`src/rtl/mul_axi_pkg.sv`:
```
// Shared types for the multiplier request initiator: FSM states and operand pair layout.
// Pure declarations, no logic.
package mul_axi_pkg;

  localparam int WIDTH_DEF = 16;

  typedef enum logic [1:0] {
    IDLE,
    ISSUE,
    WAIT_RES
  } req_state_t;

  typedef struct packed {
    logic [WIDTH_DEF-1:0] A;
    logic [WIDTH_DEF-1:0] B;
  } op_pair_t;

endpackage

```
`src/rtl/sync_fifo.sv`:
```
// Synchronous FIFO with show-ahead read and full/empty flags; 1-cycle write-to-read.
// Push while full is dropped even when a pop occurs the same cycle; pop while empty is ignored.
module sync_fifo #(
  parameter int W     = 32,
  parameter int DEPTH = 4
) (
  input  logic         clk,
  input  logic         reset,
  input  logic         push,
  input  logic [W-1:0] din,
  input  logic         pop,
  output logic [W-1:0] dout,
  output logic         full,
  output logic         empty
);

  localparam int AW = $clog2(DEPTH);
  localparam logic [AW:0] PTR_ONE = (AW+1)'(1);

  logic [W-1:0] mem [DEPTH];
  logic [AW:0]  wr_ptr;
  logic [AW:0]  rd_ptr;
  logic         do_push;
  logic         do_pop;

  // Extra pointer bit distinguishes full from empty when the indices coincide.
  assign full    = (wr_ptr[AW] != rd_ptr[AW]) && (wr_ptr[AW-1:0] == rd_ptr[AW-1:0]);
  assign empty   = (wr_ptr == rd_ptr);
  assign do_push = push && !full;
  assign do_pop  = pop && !empty;
  assign dout    = empty ? '0 : mem[rd_ptr[AW-1:0]];

  always_ff @(posedge clk or negedge reset) begin
    if (!reset) begin
      wr_ptr <= '0;
      rd_ptr <= '0;
    end else begin
      if (do_push) wr_ptr <= wr_ptr + PTR_ONE;
      if (do_pop)  rd_ptr <= rd_ptr + PTR_ONE;
    end
  end

  always_ff @(posedge clk) begin
    if (do_push) mem[wr_ptr[AW-1:0]] <= din;
  end

endmodule

```
`src/rtl/mul_req_initiator.sv`:
```
// Issues queued operand pairs to the multiplier one at a time and buffers products in order.
// Push to src_valid takes 2 cycles; result back-pressure holds dst_ready low; stalled responses time out.
module mul_req_initiator
  import mul_axi_pkg::*;
#(
  parameter int WIDTH   = WIDTH_DEF,
  parameter int DEPTH   = 4,
  parameter int TIMEOUT = 64
) (
  input  logic               clk,
  input  logic               reset,
  input  logic               op_push,
  input  logic [WIDTH-1:0]   op_A,
  input  logic [WIDTH-1:0]   op_B,
  output logic               op_full,
  output logic               src_valid,
  input  logic               src_ready,
  output logic [WIDTH-1:0]   src_A,
  output logic [WIDTH-1:0]   src_B,
  input  logic               dst_valid,
  output logic               dst_ready,
  input  logic [2*WIDTH-1:0] dst_P,
  output logic               res_valid,
  input  logic               res_pop,
  output logic [2*WIDTH-1:0] res_P,
  output logic [7:0]         done_cnt,
  output logic               err_timeout,
  input  logic               err_clr
);

  localparam int TW = $clog2(TIMEOUT);
  localparam logic [TW-1:0] TMO_LAST = TW'(TIMEOUT - 1);

  req_state_t         state;
  req_state_t         state_nxt;
  logic [2*WIDTH-1:0] op_dout;
  logic               op_empty;
  logic               op_pop;
  logic               res_full;
  logic               res_empty;
  logic               res_push;
  logic [TW-1:0]      tmo_cnt;
  logic               drain;
  logic               src_hs;
  logic               dst_hs;
  logic               accept;
  logic               discard;
  logic               timeout;

  sync_fifo #(.W(2*WIDTH), .DEPTH(DEPTH)) u_op_fifo (
    .clk   (clk),
    .reset (reset),
    .push  (op_push),
    .din   ({op_A, op_B}),
    .pop   (op_pop),
    .dout  (op_dout),
    .full  (op_full),
    .empty (op_empty)
  );

  sync_fifo #(.W(2*WIDTH), .DEPTH(DEPTH)) u_res_fifo (
    .clk   (clk),
    .reset (reset),
    .push  (res_push),
    .din   (dst_P),
    .pop   (res_pop),
    .dout  (res_P),
    .full  (res_full),
    .empty (res_empty)
  );

  assign res_valid = !res_empty;
  assign src_valid = (state == ISSUE);
  // A pending stale product must always be absorbable, so drain forces dst_ready.
  assign dst_ready = (state == WAIT_RES) ? (!res_full || drain) : drain;
  assign src_hs    = src_valid && src_ready;
  assign dst_hs    = dst_valid && dst_ready;
  assign discard   = dst_hs && drain;
  assign accept    = dst_hs && !drain && (state == WAIT_RES);
  assign res_push  = accept;
  assign timeout   = (state == WAIT_RES) && !accept && (tmo_cnt == TMO_LAST);

  always_comb begin
    state_nxt = state;
    op_pop    = 1'b0;
    case (state)
      IDLE: begin
        if (!op_empty) begin
          op_pop    = 1'b1;
          state_nxt = ISSUE;
        end
      end
      ISSUE: begin
        if (src_hs) state_nxt = WAIT_RES;
      end
      WAIT_RES: begin
        if (accept) begin
          if (!op_empty) begin
            op_pop    = 1'b1;
            state_nxt = ISSUE;
          end else begin
            state_nxt = IDLE;
          end
        end else if (timeout) begin
          state_nxt = IDLE;
        end
      end
      default: state_nxt = IDLE;
    endcase
  end

  always_ff @(posedge clk or negedge reset) begin
    if (!reset) begin
      state       <= IDLE;
      src_A       <= '0;
      src_B       <= '0;
      tmo_cnt     <= '0;
      drain       <= 1'b0;
      done_cnt    <= '0;
      err_timeout <= 1'b0;
    end else begin
      state <= state_nxt;
      if (op_pop) begin
        src_A <= op_dout[2*WIDTH-1:WIDTH];
        src_B <= op_dout[WIDTH-1:0];
      end
      if (src_hs)                 tmo_cnt <= '0;
      else if (state == WAIT_RES) tmo_cnt <= tmo_cnt + TW'(1);
      // A fresh timeout re-arms drain even if an older stale product is discarded now.
      if (timeout)      drain <= 1'b1;
      else if (discard) drain <= 1'b0;
      if (accept) done_cnt <= done_cnt + 8'd1;
      if (timeout)      err_timeout <= 1'b1;
      else if (err_clr) err_timeout <= 1'b0;
    end
  end

endmodule

```
`config.mk`:
```
export PLATFORM = sky130hd
export DESIGN_NAME = mul_req_initiator
export DESIGN_NICKNAME = d
export VERILOG_FILES = /design/src/rtl/mul_axi_pkg.sv /design/src/rtl/sync_fifo.sv /design/src/rtl/mul_req_initiator.sv
export SDC_FILE = /design/constraint.sdc
export NUM_CORES = 1
export LEC_CHECK = 0
export ABC_AREA = 0
export BUFFER_PORTS_ARGS = -buffer_cell sky130_fd_sc_hd__buf_2
export CAP_MARGIN = 20
export CORE_AREA = 2 2 181 183
export CTS_CLUSTER_SIZE = 16
export DETAILED_ROUTE_END_ITERATION = 6
export DIE_AREA = 0 0 183 185
export GPL_TIMING_DRIVEN = 0
export PLACE_DENSITY = 0.58
export RECOVER_POWER = 25
export SYNTH_ARGS = -nofsm -noshare
export SYNTH_HDL_FRONTEND = slang
export SYNTH_SLANG_ARGS = --single-unit
```
`constraint.sdc`:
```
create_clock -name clk -period 2.4 [get_ports clk]
set_input_delay 0.48 -clock clk [delete_from_list [all_inputs] [get_ports clk]]
set_output_delay 0.48 -clock clk [all_outputs]
set_load 0.05 [all_outputs]
```
* Word-level counts from Yosys, hierarchy flattened
Memories as Yosys holds them, arrays and structs flattened. A register that Yosys moved wholly into a read port is not among the register bits.
Cells that the tools add are included.
** Word-level totals
- Register bits after elaboration :: 30
- RAM bits :: 256
- Input port bits :: 71
- Output and inout port bits :: 77
- Logic and storage cells :: 76
- Memories :: 2
** Memories
- u_op_fifo.mem :: depth 4, width 32, rd ports 1, clocked after Yosys merged registers in 1, write ports 1, line sync_fifo.sv:20 : logic [W-1:0] mem [DEPTH];
- u_res_fifo.mem :: depth 4, width 32, rd ports 1, clocked after Yosys merged registers in 0, write ports 1, line sync_fifo.sv:20
** Cells by class
- Add/sub/neg operators :: 6
- Equality and inequality tests :: 12
- Mux-type cells :: 21
- Reduce and logical (&&, ||, !) cells :: 26
** Operator list (number)
- $mux 32 :: 1
- $logic_and 1x1->1 :: 13
- $add 3x1->3 const B :: 4
- $mux 1 :: 12
- $mux 6 :: 2
- $add 8x1->8 const B :: 1
- $mux 2 :: 4
- $logic_not 1->1 :: 7
- $add 6x1->6 const B :: 1
- $eq 3x3->1 :: 2
- $eq 6x6->1 const B :: 1
- $pmux 2 s3 :: 1
- $reduce_bool 2->1 :: 3
- $eq 2x2->1 :: 2
- $ne 3x3->1 const B :: 1
- $reduce_and 3->1 :: 1
- $eq 2x1->1 const B :: 1
- $eq 2x2->1 const B :: 1
- $logic_not 2->1 :: 1
- $ne 1x1->1 :: 2
- $ne 2x1->1 const B :: 1
- $ne 2x2->1 const B :: 1
- $pmux 1 s2 :: 1
- $logic_or 1x1->1 :: 1

* Longest topological paths before layout
Gate-level depths: netlist of the first run.
- Depth after elaboration :: 14
- Gate-level depth with buffers :: 6

* Modules after synthesis
A second synthesis of the first run with hierarchy kept.
** Second synthesis, totals
- Cell total of the unflattened synthesis :: 645
- Area total of the unflattened synthesis :: 12958.7 um^2
** By module, submodules not included
- sync_fifo (u_res_fifo) :: times used 1, cells each 248, area each 5416.4 um^2
- sync_fifo (u_op_fifo) :: times used 1, cells each 248, area each 5353.9 um^2
- mul_req_initiator :: times used 1, cells each 149, area each 2188.3 um^2

* Least setup slack after synthesis of the first run
OpenSTA, ideal clock, no wires.
- Path type :: register -> register
- Start point :: register drain
- End point :: memory u_res_fifo.mem[0][0] (enable)
- Setup time :: 0.392 ns
- Arrival :: 2.191 ns
- Data required time :: 2.008 ns
- Path slack :: -0.183 ns
- Cell stages (with the launch flop) :: 5
- Buffers on the path :: 1
- Period minus slack after synthesis :: 2.583 ns
- Cells stage by stage :: dfrtp_1 or3b_1 a311oi_2 buf_4 and2_1
** Between the ends
- Longest elaborated chain between the ends :: 8
** Ends and longest elaborated chain
- start: declaration :: line mul_req_initiator.sv:43 : logic drain;
- start signal: assignment :: line mul_req_initiator.sv:118 : drain <= 1'b0;
- start signal: assignment :: line mul_req_initiator.sv:130 : if (timeout) drain <= 1'b1;
- start signal: assignment :: line mul_req_initiator.sv:131 : else if (discard) drain <= 1'b0;
- $logic_or 1x1->1 :: line mul_req_initiator.sv:75 : assign dst_ready = (state == WAIT_RES) ? (!res_full || drain) : drain;
- $mux 1 :: line mul_req_initiator.sv:75
- $logic_and 1x1->1 :: line mul_req_initiator.sv:77 : assign dst_hs = dst_valid && dst_ready;
- $logic_and 1x1->1 * (2 in a row) :: line mul_req_initiator.sv:79 : assign accept = dst_hs && !drain && (state == WAIT_RES);
- $logic_and 1x1->1 * :: line sync_fifo.sv:29 : assign do_push = push && !full;
- $mux 1 * :: line sync_fifo.sv:44 : if (do_push) mem[wr_ptr[AW-1:0]] <= din;
- $mux 1 (not written as such) * :: line sync_fifo.sv:44
- end: declaration :: line sync_fifo.sv:20
Mark *: on every way between the ends. The rest lies on a longest branch, timed or not.

* Worst setup path in the final report of the first run
- Start point :: register u_res_fifo.rd_ptr[0]
- End point :: output res_P[30]
** Between the ends
- Longest elaborated chain between the ends :: 2
** Ends and longest elaborated chain
- start: declaration :: line sync_fifo.sv:22 : logic [AW:0] rd_ptr;
- start signal: assignment :: line sync_fifo.sv:39 : if (do_pop) rd_ptr <= rd_ptr + PTR_ONE;
- $mem_v2 4x32 or $eq 3x3->1 (tied branches)
- $mux 32 * :: line sync_fifo.sv:31 : assign dout = empty ? '0 : mem[rd_ptr[AW-1:0]];
- end: declaration :: line mul_req_initiator.sv:25 : output logic [2*WIDTH-1:0] res_P,
Marks and branches as above.

==> results of run 1 <==
critical path, delay by kind of cell (launching register included):
kind / cells / cell delay (ps)
AND/OR/NAND/NOR: 1 / 160
flip-flops: 1 / 400
multiplexers: 1 / 500
buffers and inverters: 4 / 510
logic make-up (layout without fill, tap and decap cells):
group                      after synthesis  after routing  share of synthesized area
and+or+nand+nor                         76             79                     0.0350
DFF                                    318            318                      0.750
AOI/OAI and AO/OA                       18             18                     0.0124
muxes                                  101            101                      0.159
xor gates and xnor gates                23             23                     0.0176
adders and majority gates               12             12                     0.0122
buffers and inverters                   34            269                     0.0137
stage by stage:
| step | util | cells | area, um2 |
|---|---|---|---|
| finish | 0.492 | 1228 | 15800 |
| global route | 0.492 | 1228 | 15800 |
| CTS | 0.479 | 1219 | 15400 |
| detailed placement | 0.427 | 1142 | 13700 |
| global placement | 0.424 | 1137 | 13600 |
| floorplan | - | 582 | 12300 |
sequential cells by signal (all words and copies together), names as in the netlist:
name,flops
err_timeout,1
drain,1
u_op_fifo.rd_ptr,3
tmo_cnt,6
u_op_fifo.wr_ptr,3
state,2
u_op_fifo.mem,128
done_cnt,8
u_res_fifo.mem,128
u_res_fifo.wr_ptr,3
u_res_fifo.rd_ptr,3
src_B,16
src_A,16
power breakdown:
part | total [uW] | internal [uW] | leakage, uW | switching, uW
Clock | 5560 | 3500 | 0.000584 | 2060
Sequential | 7620 | 7120 | 0.00308 | 500
Combinational | 11800 | 5480 | 0.00212 | 6310
repair_timing:
action,4_1_cts,5_1_grt
resized for setup,103,102
hold buffers,1,0
pin swaps,15,27
cloned,4,5
setup buffers,9,6
hold endpoints to repair,10,0
endpoints found under the setup margin,163,161
cell usage in the layout, fill, tap and decap left out, types with 15 or more instances in the layout:
| cell type | count |
|---|---|
| buf_6 | 15 |
| and2_4 | 38 |
| dfrtp_1 | 61 |
| clkbuf_1 | 58 |
| edfxtp_1 | 256 |
| buf_2 | 71 |
| buf_8 | 32 |
| mux4_2 | 64 |
| clkbuf_16 | 42 |
| mux2_4 | 28 |
final cells by class:
class,count,area share
sequential,318,0.586
multi-input combinational,233,0.197
timing repair buffer,172,0.0895
clock buffer,46,0.0615
tap,408,0.0324
buffer,24,0.0156
clock inverter,17,0.0152
inverter,10,0.00238
routing by layer:
| metal | GRT usage | routed length [um] |
|---|---|---|
| met1 | 0.177 | 9880 |
| met2 | 0.263 | 12700 |
| met3 | 0.0409 | 1830 |
| met4 | 0.0410 | 487 |
| met5 | 0 | 13 |
worst paths after layout:
path	from	to	cells past startpoint
setup / recovery	u_res_fifo.rd_ptr[0]	res_P[30]	6
hold / removal	err_clr	err_timeout	2
setup reg to reg	u_res_fifo.rd_ptr[0]	src_B[10]	8
hold reg to reg	done_cnt[7]	done_cnt[7]	1
max in group asynchronous	reset	u_res_fifo.rd_ptr[0]	3
min in group asynchronous	reset	src_B[13]	2
==> flow_metrics.tcl, run 1 <==
set metrics [dict create \
    outcome "complete, but fails checks" \
    violations "setup timing" \
    power_density_mw_per_mm2 1580 \
    ios 148 \
    clk_latency_ps 500 \
    grt_use_total 0.148 \
    grt_start_max_net_pins 53 \
    die_w_um 183 \
    yosys.area.top_type_share 0.624 \
    dp_slack_ps -372 \
    ys_top_cells_by_count "edfxtp_1 (256), mux4_2 (64), dfrtp_1 (62)" \
    power_uw 25000 \
    tightest_slew_ps 659 \
    ys_warn_count 0 \
    synth_edf_count 256 \
    diodes 0 \
    fp.dieH_um 185 \
    syn-cell-area_mm2 0.0123 \
    drc_errors 0 \
    ant_nets 0 \
    setup_ws_ps -139 \
    yosysUniqueCellTypes 37 \
    synth-main-ff-cell "edfxtp_1" \
    fill_cells 2605 \
    dpl.hpwl_mm 15.1 \
    area_delta_synth_final_pct 27.9 \
    period_needed_ps 2540 \
    synth_seq_cells 318 \
    endpoint_kind "primary output" \
    drtIter0Drc 352 \
    cts_num_sinks 318 \
    vdd_drop_max_uv 848 \
    min_path_type "primary input to flip-flop" \
    route.vias.total 6163 \
    drive_above_1_share 0.424 \
    final-setup-viol-count 32 \
    hold_viol 0 \
    core_area_mm2 0.0320 \
    synthCells 582 \
    cp-start-kind "flip-flop" \
    cp_slowest_cell "mux4_2" \
    numCtsBuffers 36 \
    cts_tree "yes" \
    rrSetupSlack_ps 130 \
    finalNetCount 878 \
    synth.most_common_cell "edfxtp_1" \
    cts_buffer_depth 3 \
    seq_area_mm2 0.00924 \
    synth_nets 665 \
    rows 66 \
    htreeDepth 2 \
    final.setup.tns_ps -3130 \
    first_global_vias 6790 \
    holdWs_ps 176 \
    async_flop_share 0.195 \
    p_leak_uw 0.00578 \
    initial_utilization 0.384 \
    synth_area_per_cell_um2 21.2 \
    critPathRequiredTime_ps 1920 \
    wirelength_mm 24.9 \
    critPathKind "flip-flop to primary output" \
    max-cap-violations 0 \
    portBuffers 147 \
    cts_root_buffer "clkbuf_16" \
    finClkSkew_ps 16.7 \
    ys_seq_area_frac 0.750 \
    die_area_mm2 0.0339 \
    maxSlewHeadroom 0.561 \
    overflow 0 \
    wl_per_cell_um 20.3 \
    synth_area_leader_cell "edfxtp_1" \
    clk_pin_slew_ps 60 \
    slowest_delay_ps 500 \
    grt_setup_unrepaired "yes" \
    worstPathMaxFanout 5 \
    synthTopCellsByArea "edfxtp_1 (62%), dfrtp_1 (13%), mux4_2 (12%), mux2_4 (3.4%), and2_1 (2.0%)" \
    report.final.slew_viol_count 0 \
    worstPathCellList "buf_6 -> clkbuf_16 -> buf_12 -> mux4_2 -> and2_4 -> buf_8" \
    vias_per_cell 5.02 \
    fmax_ghz 0.394 \
    grt_pass1_wl_mm 38.2 \
    fin_crit_sh 1.06 \
    multi_input_area_mm2 0.00311 \
    cp.arrival_ps 2060 \
    antenna_found_initial 1 \
    routabilityCongestion 0.726 \
    dr.pass1.iters 4 \
]
Note: power is estimated with default switching activity, not from simulation.
==> run 2, diff against run 1 <==
- SETUP_SLACK_MARGIN: default -> 0.05
==> run 2 against run 1 <==
  * The run still ends with setup timing left
  * Setup slack worse by 27 ps
  * Maximum frequency fell by 1.1%
  * Register-to-register slack got worse by 290 ps
  * Combinational power rose by 3%
  * Design area up 0.98%
  * Power increased by 1.6%
  * Critical path type unchanged
==> flow_metrics.tcl, run 2 (synthesized netlist as in run 1, its figures left out) <==
set metrics [dict create \
    outcome "complete, but fails checks" \
    violations "setup timing" \
    worstReg2RegStart "u_res_fifo.rd_ptr[0]" \
    wirelength_mm 25.5 \
    critPathKind "flip-flop to primary output" \
    final_cell_mix "edfxtp_1 (256), buf_2 (75), mux4_2 (64)" \
    finalNetCount 895 \
    cts_buffer_depth 3 \
    fin_crit_sh 1.07 \
    ant_nets 0 \
    p_leak_uw 0.00588 \
    layout_commonest_cell "edfxtp_1" \
    final_area_mm2 0.0159 \
    worstReg2RegEnd "src_B[3]" \
    area_delta_synth_final_pct 29.2 \
    fin_util 0.497 \
    routabilityCongestion 0.726 \
    vias_per_cell 5.02 \
    fill_cells 2598 \
    slowest_delay_ps 410 \
    cts_num_sinks 318 \
    vdd_drop_max_uv 846 \
    critPathRequiredTime_ps 1920 \
    ios 148 \
    worstPathMaxFanout 6 \
    whs_endpoint "err_timeout" \
    min_path_cells 2 \
    wl_per_cell_um 20.5 \
    grt_use_total 0.149 \
    power_density_mw_per_mm2 1590 \
    fmax_ghz 0.390 \
    antenna_found_initial 1 \
    min_path_type "primary input to flip-flop" \
    numCtsBuffers 36 \
    worstPathCellList "buf_12 -> buf_8 -> xnor2_4 -> nand3b_1 -> buf_6 -> clkbuf_16 -> and2_4 -> buf_8" \
    dp_slack_ps -372 \
    drive_above_1_share 0.441 \
    rrSetupSlack_ps -160 \
    maxSlewHeadroom 0.557 \
    grt_pass1_wl_mm 38.3 \
    holdWs_ps 176 \
    cts_tree "yes" \
    htreeDepth 2 \
    grt_setup_unrepaired "yes" \
    cp-start-kind "flip-flop" \
    drtIter0Drc 358 \
    die_area_mm2 0.0339 \
    final.setup.tns_ps -9720 \
    tightest_slew_ps 665 \
    cts_root_buffer "clkbuf_16" \
    path_common_cell "buf_8" \
    period_needed_ps 2570 \
    cp_slowest_cell "dfrtp_1" \
    finClkSkew_ps 15.4 \
    first_global_vias 6800 \
    dr.pass1.iters 4 \
    initial_utilization 0.384 \
    multi_input_area_mm2 0.00313 \
    fp.dieH_um 185 \
    cp.arrival_ps 2090 \
    seq_area_mm2 0.00924 \
    reg2regPathDepth 13 \
    grt_start_max_net_pins 53 \
    final-setup-viol-count 68 \
    endpoint_kind "primary output" \
    rows 66 \
    max-cap-violations 0 \
    hold_viol 0 \
    overflow 0 \
    report.final.slew_viol_count 0 \
    placed_area_mm2 0.0137 \
    die_w_um 183 \
    min_from "err_clr" \
    drc_errors 0 \
    clk_latency_ps 500 \
    dpl.hpwl_mm 15.1 \
    clk_pin_slew_ps 60 \
    portBuffers 147 \
    core_area_mm2 0.0320 \
    setup_ws_ps -166 \
    route.vias.total 6257 \
]
==> run 2: worst max-delay path by stage <==
stage                                     from                     to  slack, ps  cells after the start
after global placement     u_op_fifo.rd_ptr[1]   u_op_fifo.mem[3][27]       -770                      4
final                     u_res_fifo.rd_ptr[0]              res_P[19]       -170                      8
after CTS                 u_res_fifo.rd_ptr[0]               res_P[1]       -180                      8
after detailed placement              state[0]  u_res_fifo.mem[1][16]       -370                      4
after floorplan            u_op_fifo.rd_ptr[0]    u_op_fifo.mem[3][0]         80                      4
after global routing      u_res_fifo.rd_ptr[0]              res_P[19]       -240                      8
==> run 2: worst max-delay path: cells and delay by family (launching register included) <==
kind	cells	cell delay (ps)
buf+inv	5	770
simple gates	2	270
flops	1	410
xor+xnor	1	140
==> run 2: through the flow <==
| step | cells | power (uW) |
|---|---|---|
| after floorplan | 582 | 14700 |
| after global placement | 1137 | 16700 |
| after detailed placement | 1142 | 17000 |
| after CTS | 1224 | 24600 |
| after global routing | 1245 | 26500 |
| final | 1246 | 25400 |
==> run 2: final cells by class <==
| class | count | area share |
|---|---|---|
| repair buffers | 186 | 0.0932 |
| multi-input cells | 236 | 0.197 |
| clock inverters | 17 | 0.0150 |
| diodes | 1 | 0.000157 |
| flip-flops and latches | 318 | 0.581 |
| well taps | 408 | 0.0321 |
| clock buffers | 46 | 0.0609 |
| inverters | 10 | 0.00236 |
| plain buffers | 24 | 0.0188 |
==> run 2: what timing repair did <==
item,CTS,global route
hold endpoints to repair,10,0
buffers inserted,13,15
cloned,5,6
pin swaps,12,8
hold buffers,1,0
setup endpoints to repair,184,197
gates resized for setup,153,36
==> run 2: where the power goes <==
group | switching, uW | internal (uW)
registers | 501 | 7120
clock network | 2060 | 3500
logic | 6440 | 5750
==> run 2: routing by layer <==
layer | wire [um] | GRT usage | up-vias
met2 | 13300 | 0.266 | 195
met1 | 10000 | 0.177 | 3244
li1 | - | - | 2773
met4 | 449 | 0.0394 | 2
met3 | 1770 | 0.0405 | 43
met5 | 13 | 0 | -
